File: src/rtl/adder_pkg.sv
// rtl/adder_pkg.sv - shared constants and helpers for the pipelined carry-lookahead adder
package adder_pkg;

    localparam int DEFAULT_WIDTH = 32;
    localparam int DEFAULT_GROUP = 4;

    localparam logic OP_ADD = 1'b0;
    localparam logic OP_SUB = 1'b1;

    // One pipeline stage per lookahead slice; a degenerate GROUP is caught by the top's config check.
    function automatic int stage_count(input int width, input int group);
        if (group < 1) begin
            return 1;
        end
        return width / group;
    endfunction

endpackage

File: src/rtl/pipelined_cla_adder_cla_group.sv
// rtl/pipelined_cla_adder_cla_group.sv - combinational GROUP-bit carry-lookahead slice
module cla_group #(
    parameter int GROUP = 4
) (
    input  logic [GROUP-1:0] a,
    input  logic [GROUP-1:0] b,
    input  logic             cin,
    output logic [GROUP-1:0] sum,
    output logic             cout,
    output logic             c_msb_in
);

    logic [GROUP-1:0] gen;
    logic [GROUP-1:0] prop;
    logic [GROUP:0]   carry;

    assign gen  = a & b;
    assign prop = a ^ b;

    // Every carry is a flat OR of products: g[i] | p[i]g[i-1] | ... | p[i..0]cin, no ripple chain.
    always_comb begin
        logic chain;
        chain    = 1'b0;
        carry    = '0;
        carry[0] = cin;
        for (int i = 0; i < GROUP; i++) begin
            carry[i+1] = gen[i];
            chain      = prop[i];
            for (int j = i - 1; j >= 0; j--) begin
                carry[i+1] = carry[i+1] | (chain & gen[j]);
                chain      = chain & prop[j];
            end
            carry[i+1] = carry[i+1] | (chain & cin);
        end
    end

    assign sum      = prop ^ carry[GROUP-1:0];
    assign cout     = carry[GROUP];
    assign c_msb_in = carry[GROUP-1];

endmodule

File: src/rtl/pipelined_cla_adder.sv
// rtl/pipelined_cla_adder.sv - pipelined add/subtract, one lookahead slice resolved per stage
module pipelined_cla_adder
    import adder_pkg::*;
#(
    parameter int WIDTH = DEFAULT_WIDTH,
    parameter int GROUP = DEFAULT_GROUP
) (
    input  logic             clk,
    input  logic             rst_n,
    input  logic             in_valid,
    output logic             in_ready,
    input  logic [WIDTH-1:0] a,
    input  logic [WIDTH-1:0] b,
    input  logic             c_in,
    input  logic             sub,
    output logic             out_valid,
    input  logic             out_ready,
    output logic [WIDTH-1:0] sum,
    output logic             c_out,
    output logic             ovf,
    output logic             zero
);

    localparam int S = stage_count(WIDTH, GROUP);

    if ((GROUP < 1) ? 1'b1 : ((WIDTH % GROUP) != 0)) begin : g_bad_cfg
        $error("pipelined_cla_adder: WIDTH must be a positive multiple of GROUP");
    end

    // The whole pipe moves as one; a stalled output freezes every stage, bubbles included.
    logic advance;
    assign advance  = !out_valid || out_ready;
    assign in_ready = advance;

    for (genvar k = 0; k < S; k++) begin : g_stage
        // Operand bits still to be consumed when entering stage k, and result bits known after it.
        localparam int IW = WIDTH - k * GROUP;
        localparam int RW = (k + 1) * GROUP;

        logic [IW-1:0]    op_a;
        logic [IW-1:0]    op_b;
        logic             cy_in;
        logic             v_in;
        logic [GROUP-1:0] slice_sum;
        logic             slice_cout;
        logic             slice_cmsb;
        logic [RW-1:0]    res_d;
        logic [RW-1:0]    res_q;
        logic             cy_q;
        logic             vld_q;

        if (k == 0) begin : g_entry
            assign op_a  = a;
            assign op_b  = (sub == OP_SUB) ? ~b : b;
            assign cy_in = (sub == OP_ADD) ? c_in : 1'b1;
            assign v_in  = in_valid;
            assign res_d = slice_sum;
        end else begin : g_chain
            assign op_a  = g_stage[k-1].g_fwd.a_q;
            assign op_b  = g_stage[k-1].g_fwd.b_q;
            assign cy_in = g_stage[k-1].cy_q;
            assign v_in  = g_stage[k-1].vld_q;
            assign res_d = {slice_sum, g_stage[k-1].res_q};
        end

        cla_group #(.GROUP(GROUP)) u_cla (
            .a        (op_a[GROUP-1:0]),
            .b        (op_b[GROUP-1:0]),
            .cin      (cy_in),
            .sum      (slice_sum),
            .cout     (slice_cout),
            .c_msb_in (slice_cmsb)
        );

        // Stage register: accumulated result slices, the slice carry-out and the valid bit.
        always_ff @(posedge clk or negedge rst_n) begin
            if (!rst_n) begin
                res_q <= '0;
                cy_q  <= 1'b0;
                vld_q <= 1'b0;
            end else if (advance) begin
                res_q <= res_d;
                cy_q  <= slice_cout;
                vld_q <= v_in;
            end
        end

        if (k < S - 1) begin : g_fwd
            logic [IW-GROUP-1:0] a_q;
            logic [IW-GROUP-1:0] b_q;

            // Carry forward only the operand slices later stages have yet to add.
            always_ff @(posedge clk or negedge rst_n) begin
                if (!rst_n) begin
                    a_q <= '0;
                    b_q <= '0;
                end else if (advance) begin
                    a_q <= op_a[IW-1:GROUP];
                    b_q <= op_b[IW-1:GROUP];
                end
            end
        end else begin : g_last
            logic cmsb_q;
            logic zero_q;

            // Output stage also keeps the carry into the MSB and the zero test of the full sum.
            always_ff @(posedge clk or negedge rst_n) begin
                if (!rst_n) begin
                    cmsb_q <= 1'b0;
                    zero_q <= 1'b0;
                end else if (advance) begin
                    cmsb_q <= slice_cmsb;
                    zero_q <= (res_d == '0);
                end
            end
        end
    end

    assign out_valid = g_stage[S-1].vld_q;
    assign sum       = g_stage[S-1].res_q;
    assign c_out     = g_stage[S-1].cy_q;
    assign ovf       = g_stage[S-1].g_last.cmsb_q ^ g_stage[S-1].cy_q;
    assign zero      = g_stage[S-1].g_last.zero_q;

endmodule
File: config.mk
export PLATFORM = sky130hd
export DESIGN_NAME = pipelined_cla_adder
export DESIGN_NICKNAME = d
export VERILOG_FILES = /design/src/rtl/adder_pkg.sv /design/src/rtl/pipelined_cla_adder_cla_group.sv /design/src/rtl/pipelined_cla_adder.sv
export SDC_FILE = /design/constraint.sdc
export NUM_CORES = 1
export LEC_CHECK = 0
export CAP_MARGIN = 20
export CORE_AREA = 2 2 163 165
export CTS_BUF_LIST = sky130_fd_sc_hd__clkbuf_16
export DETAILED_ROUTE_END_ITERATION = 10
export DIE_AREA = 0 0 165 167
export GPL_TIMING_DRIVEN = 1
export HOLD_SLACK_MARGIN = 0.08
export PLACE_DENSITY = 0.84
export SETUP_SLACK_MARGIN = 0.2
export SLEW_MARGIN = 0
export SYNTH_ARGS = -nofsm -noshare
export SYNTH_HDL_FRONTEND = slang
export SYNTH_HIERARCHICAL = 1
export SYNTH_SLANG_ARGS = --single-unit
File: constraint.sdc
create_clock -name clk -period 3.3 [get_ports clk]
set_input_delay 0.33 -clock clk [delete_from_list [all_inputs] [get_ports clk]]
set_output_delay 0.33 -clock clk [all_outputs]
set_load 0.03 [all_outputs]
======== Word-level counts from Yosys, hierarchy flattened ========
Cells that the tools add are included.
storage, ports and cells
  register bits ........................... 386
  input port bits ......................... 70
  output and inout bits ................... 37
operators by class
  multiplexer cells ....................... 2
  bitwise operators ....................... 234
  reductions and logical operators ........ 3
operator list
  operator          count
  $and 1x1->1       128
  $or 1x1->1        80
  $xor 4x4->4       16
  $and 4x4->4       8
  $logic_not 32->1  1
  $mux 32           1
  $not 32->32       1
  $logic_not 1->1   1
  $logic_or 1x1->1  1
  $mux 1            1
  $xor 1x1->1       1

======== Depth between registers and ports, before layout ========
  word-level depth ........................ 8
  gate-level depth with buffers ........... 9
  depth with buffers taken out ............ 7

======== Modules after synthesis ========
The synthesis kept the hierarchy.
modules (own cells, without submodules)
  module                            times used  cells each  area an instance (µm²)  seq. area each (µm²)
  pipelined_cla_adder               1           1648        15018.2                 9659.3
  cla_group (g_stage[3].u_cla ...)  5           14          140.1                   0.0
  cla_group (g_stage[0].u_cla ...)  3           18          155.1                   0.0

======== Least setup slack after synthesis ========
No wires, ideal clock.
  path type ............................... reg2reg
  from .................................... register g_stage[6].g_fwd.a_q[0]
  to ...................................... register g_stage[7].g_last.zero_q (netlist: zero)
  setup time .............................. 95 ps
  arrival time ............................ 1758 ps
  slack ................................... 1446 ps
  stages on the path, launching flop included .. 8
  path buffers ............................ 0
  period minus slack after synthesis ...... 1854 ps
  cell sequence ........................... dfrtp_1 ha_1 a211oi_2 o21bai_2 xor2_1 nor4_1 nand4_1 o31ai_1
on the way
  longest elaborated chain between the ends .. 6
  elaborated cells between the ends (all ways) .. 16
  those cells by class .................... bitwise: 15; reduce/logical: 1
ends and longest elaborated chain
  element                                     line                                                                      RTL
  from (decl)                                 pipelined_cla_adder.sv:89                                                 logic [IW-GROUP-1:0] a_q;
  from (signal assigned)                      pipelined_cla_adder.sv:98                                                 a_q <= op_a[IW-1:GROUP];
  $and 4x4->4 or $xor 4x4->4 (tied branches)  pipelined_cla_adder_cla_group.sv:17, pipelined_cla_adder_cla_group.sv:18
  $and 1x1->1 (on tied branches)              pipelined_cla_adder_cla_group.sv:30, pipelined_cla_adder_cla_group.sv:31
  $or 1x1->1 or $and 1x1->1 (tied branches)   pipelined_cla_adder_cla_group.sv:30, pipelined_cla_adder_cla_group.sv:33
  $or 1x1->1 *                                pipelined_cla_adder_cla_group.sv:33                                       carry[i+1] = carry[i+1] | (chain & cin);
  via g_stage[7].slice_cmsb                   pipelined_cla_adder.sv:46                                                 logic slice_cmsb;
  $xor 4x4->4 *                               pipelined_cla_adder_cla_group.sv:37                                       assign sum = prop ^ carry[GROUP-1:0];
  via g_stage[7].slice_sum[3]                 pipelined_cla_adder.sv:44                                                 logic [GROUP-1:0] slice_sum;
  $logic_not 32->1 *                          pipelined_cla_adder.sv:113                                                zero_q <= (res_d == '0);
  to (signal assigned)                        pipelined_cla_adder.sv:113
  to (decl)                                   pipelined_cla_adder.sv:104                                                logic zero_q;
The timed path passes the listed nets; every way through them passes the cells marked *.
A chain may end at the register's enable or synchronous reset.

======== Worst setup path in the final report ========
  from .................................... register g_stage[7].vld_q (netlist: out_valid)
  to ...................................... output port in_ready
on the way
  longest elaborated chain between the ends .. 2
ends and longest elaborated chain
  element                 line                       RTL
  from (decl)             pipelined_cla_adder.sv:50  logic vld_q;
  from (signal assigned)  pipelined_cla_adder.sv:84  vld_q <= v_in;
  $logic_not 1->1         pipelined_cla_adder.sv:32  assign advance = !out_valid || out_ready;
  $logic_or 1x1->1        pipelined_cla_adder.sv:32
  to (decl)               pipelined_cla_adder.sv:11  output logic in_ready,
No other way between the ends.

==> metrics.yaml <==
chipHeight_um: 167
num_vias: 11200
placement.setup.worst_slack_ns: 0.906
cts_tree: "built"
detailed_place_hpwl_mm: 17.0
layout-drive-gt1-share: 0.0455
status: "complete, no violations"
diodes: 0
share_of_synthesized_area_occupied_by_flip_flops_and_latches: 0.597
placementRows: 59
die_width_um: 165
setup.reg_to_reg.worst_slack_ns: 1.21
power.net_switching_mw: 6.43
timing.setup.critical_path_class: "flop to primary output"
gpl.final_weighted_congestion: 0.766
fmax_mhz: 399
synthesis.nets: 1882
placedInstanceArea_um2: 17100
p_leak_nw: 9.77
grt_antenna_before_repair: 0
timing.final.crit_period_ns: 2.51
grt_first_pass_wirelength_mm: 50.6
netlist_instances: 1772
grt.total_usage: 0.223
dieArea_um2: 27600
total_cts_buffers: 38
clock_tree.root_cell: "clkbuf_16"
maximum_number_of_pins_on_one_net_before_global_route_repair: 279
min_path_type: "input pin to flop"
ys_types: 23
regToRegEndpoint: "g_stage[6].g_fwd.a_q[2]"
clock_sink_count: 386
grt_pass1_vias: 10700
timing.clock.skew_ns: 0.0158
portBuffers: 106
worstMarginPinSlew_ns: 1.20
initialDrtViolationCount: 769
worstSkewPairLatency_ns: 0.52
viasPerCell: 5.06
setup-tns-final_ns: 0
final.setup.worst_slack_ns: 0.793
routed_wl_mm: 28.8
clk_pin_slew_worst_paths_ns: 0.06
remaining_drc_errors: 0
timing.critical_path.to_type: "primary output"
area_delta_synth_final_pct: 13.5
min_to: "g_stage[0].g_fwd.b_q[2]"
antenna_left: 0
yosysWarningCount: 6
timing.critical_path.from_type: "flop"
min_period_over_period: 0.760
worst_hold_path.num_cells: 3
total_setup_violations_reported_at_the_end_of_the_flow: 0
start_util: 0.628
final_hold_viol_count: 0
power.share.switching: 0.359
syn_avg_cell_area_um2: 9.13
cts-root-to-sink-buffers: 3
timing.critical_path.from: "out_valid"
grt_setup_unrepaired: "false"
worstHoldStart: "sub"
cts-htree-levels: 2
worst-r2r-cell-count: 5
num-nets-final: 1952
cap_violations: 0
clkPwrFrac: 0.234
grt.overflow.total: 0
sequentialPowerShare: 0.451
critPathArrivalTime_ns: 2.18
num_io_pins: 107
netlist_area_um2: 16200
worst-endpoint-required_ns: 2.97
layout.cell_area.non_filler_um2: 18400
vdd_ir_drop_max_mv: 1.13
cts.repair.resized: 0
first_pass_iters: 5
r2r_start: "out_valid"
power.density_cell_area_nw_per_um2: 976
synth_seq_cells: 386
intPower_mw: 11.5
core-area_um2: 25800
max_slew_margin: 0.203
drv_slew: 0
wl_per_cell_um: 13.1
pwr-share-comb: 0.316
crit_path_max_fanout: 76
-- synthesized netlist by cell type, drive strengths merged --
master / number / area share
nand2: 1097 / 0.25
dfrtp: 386 / 0.60
buf: 87 / 0.043
o21ai: 36 / 0.011
ha: 32 / 0.025
xnor2: 31 / 0.017
xor2: 26 / 0.014
nor2: 16 / 0.0037
inv: 13 / 0.0033
a211oi: 8 / 0.0062
a21o: 8 / 0.0037
fa: 8 / 0.0099
nor4: 8 / 0.0031
o21bai: 8 / 0.0056
clkbuf: 2 / 0.00046
nand4: 2 / 0.00077
nand2b: 1 / 0.00039
nor2b: 1 / 0.00085
o31ai: 1 / 0.00046
or2: 1 / 0.00039
-- sequential cells by signal, indices dropped and copies added, names as in the netlist --
signal,count
g_stage.g_last.cmsb_q,1
g_stage.g_fwd.a_q,112
c_out,1
g_stage.g_fwd.b_q,112
out_valid,1
sum,32
g_stage.res_q,112
zero,1
g_stage.vld_q,7
g_stage.cy_q,7
-- worst max-delay path, stage by stage (launching register included) --
cell and delay (ns):
dfrtp_1 0.35, nor2b_4 0.30, clkinv_8 0.30, clkdlybuf4s50_1 0.69
-- logic make-up after synthesis --
group | share of synthesized area
simple gates | 0.264
flops | 0.597
buf+inv | 0.0470
compound gates | 0.0271
xor+xnor | 0.0308
fa+ha+maj | 0.0346
-- cell type report --
class / instances / area, um^2
clock inverters: 26 / 195
clock buffers: 41 / 1030
multi-input cells: 1284 / 5760
flip-flops and latches: 386 / 9660
repair buffers: 119 / 1250
fillers: 1835 / 7390
inverters: 13 / 61.3
well taps: 335 / 419
-- timing repair --
action	CTS	global route
hold buffers	1	0
endpoints found under the hold margin	105	0
buffers inserted	0	0
-- placed cells by master (no fill, tap or decap), drive strengths merged, types with 2 or more instances in the layout --
master	count
a21o	8
nand2	1097
clkbuf	41
clkdlybuf4s50	104
ha	32
a211oi	8
fa	8
clkinv	18
inv	16
dfrtp	386
xnor2	31
buf	14
nor2	16
clkinvlp	2
bufinv	3
nand4	2
xor2	26
nor4	8
o21ai	36
o21bai	8
-- layer usage --
metal / vias up / global-route usage / part of all wire
met1: 5268 / 0.327 / 0.46
met2: 251 / 0.353 / 0.48
met5: - / 0 / 0
met4: 0 / 0.0609 / 0.021
li1: 5585 / - / -
met3: 56 / 0.0309 / 0.041
-- metrics by stage --
step | util | cells | power [mW] | hold slack, ns
2_1_floorplan | - | 1772 | 12.3 | 0.0344
3_3_place_gp | 0.665 | 2136 | 13.4 | 0.442
3_5_place_dp | 0.665 | 2136 | 13.7 | 0.447
4_1_cts | 0.713 | 2204 | 18.1 | 0.307
5_1_grt | 0.713 | 2204 | 19.4 | 0.328
6_report | 0.713 | 2204 | 17.9 | 0.306
-- worst max path at each step --
stage                     endpoint  slack [ns]  depth (start not counted)
final                     in_ready        0.79                          3
after global routing      in_ready        0.71                          3
after CTS                 in_ready        0.77                          3
after detailed placement  in_ready        0.91                          4
after global placement    in_ready        0.92                          4
after floorplan               zero        1.45                          7
-- power by group through the flow --
stage | clock network [mW] | logic [mW] | registers [mW]
CTS | 4.26 | 5.73 | 8.09
floorplan | 0 | 4.11 | 8.20
finish | 4.19 | 5.67 | 8.08
global placement | 0 | 5.38 | 8.03
global route | 4.47 | 6.58 | 8.34
detailed placement | 0 | 5.61 | 8.11
Power figures use the tool's default switching activity.
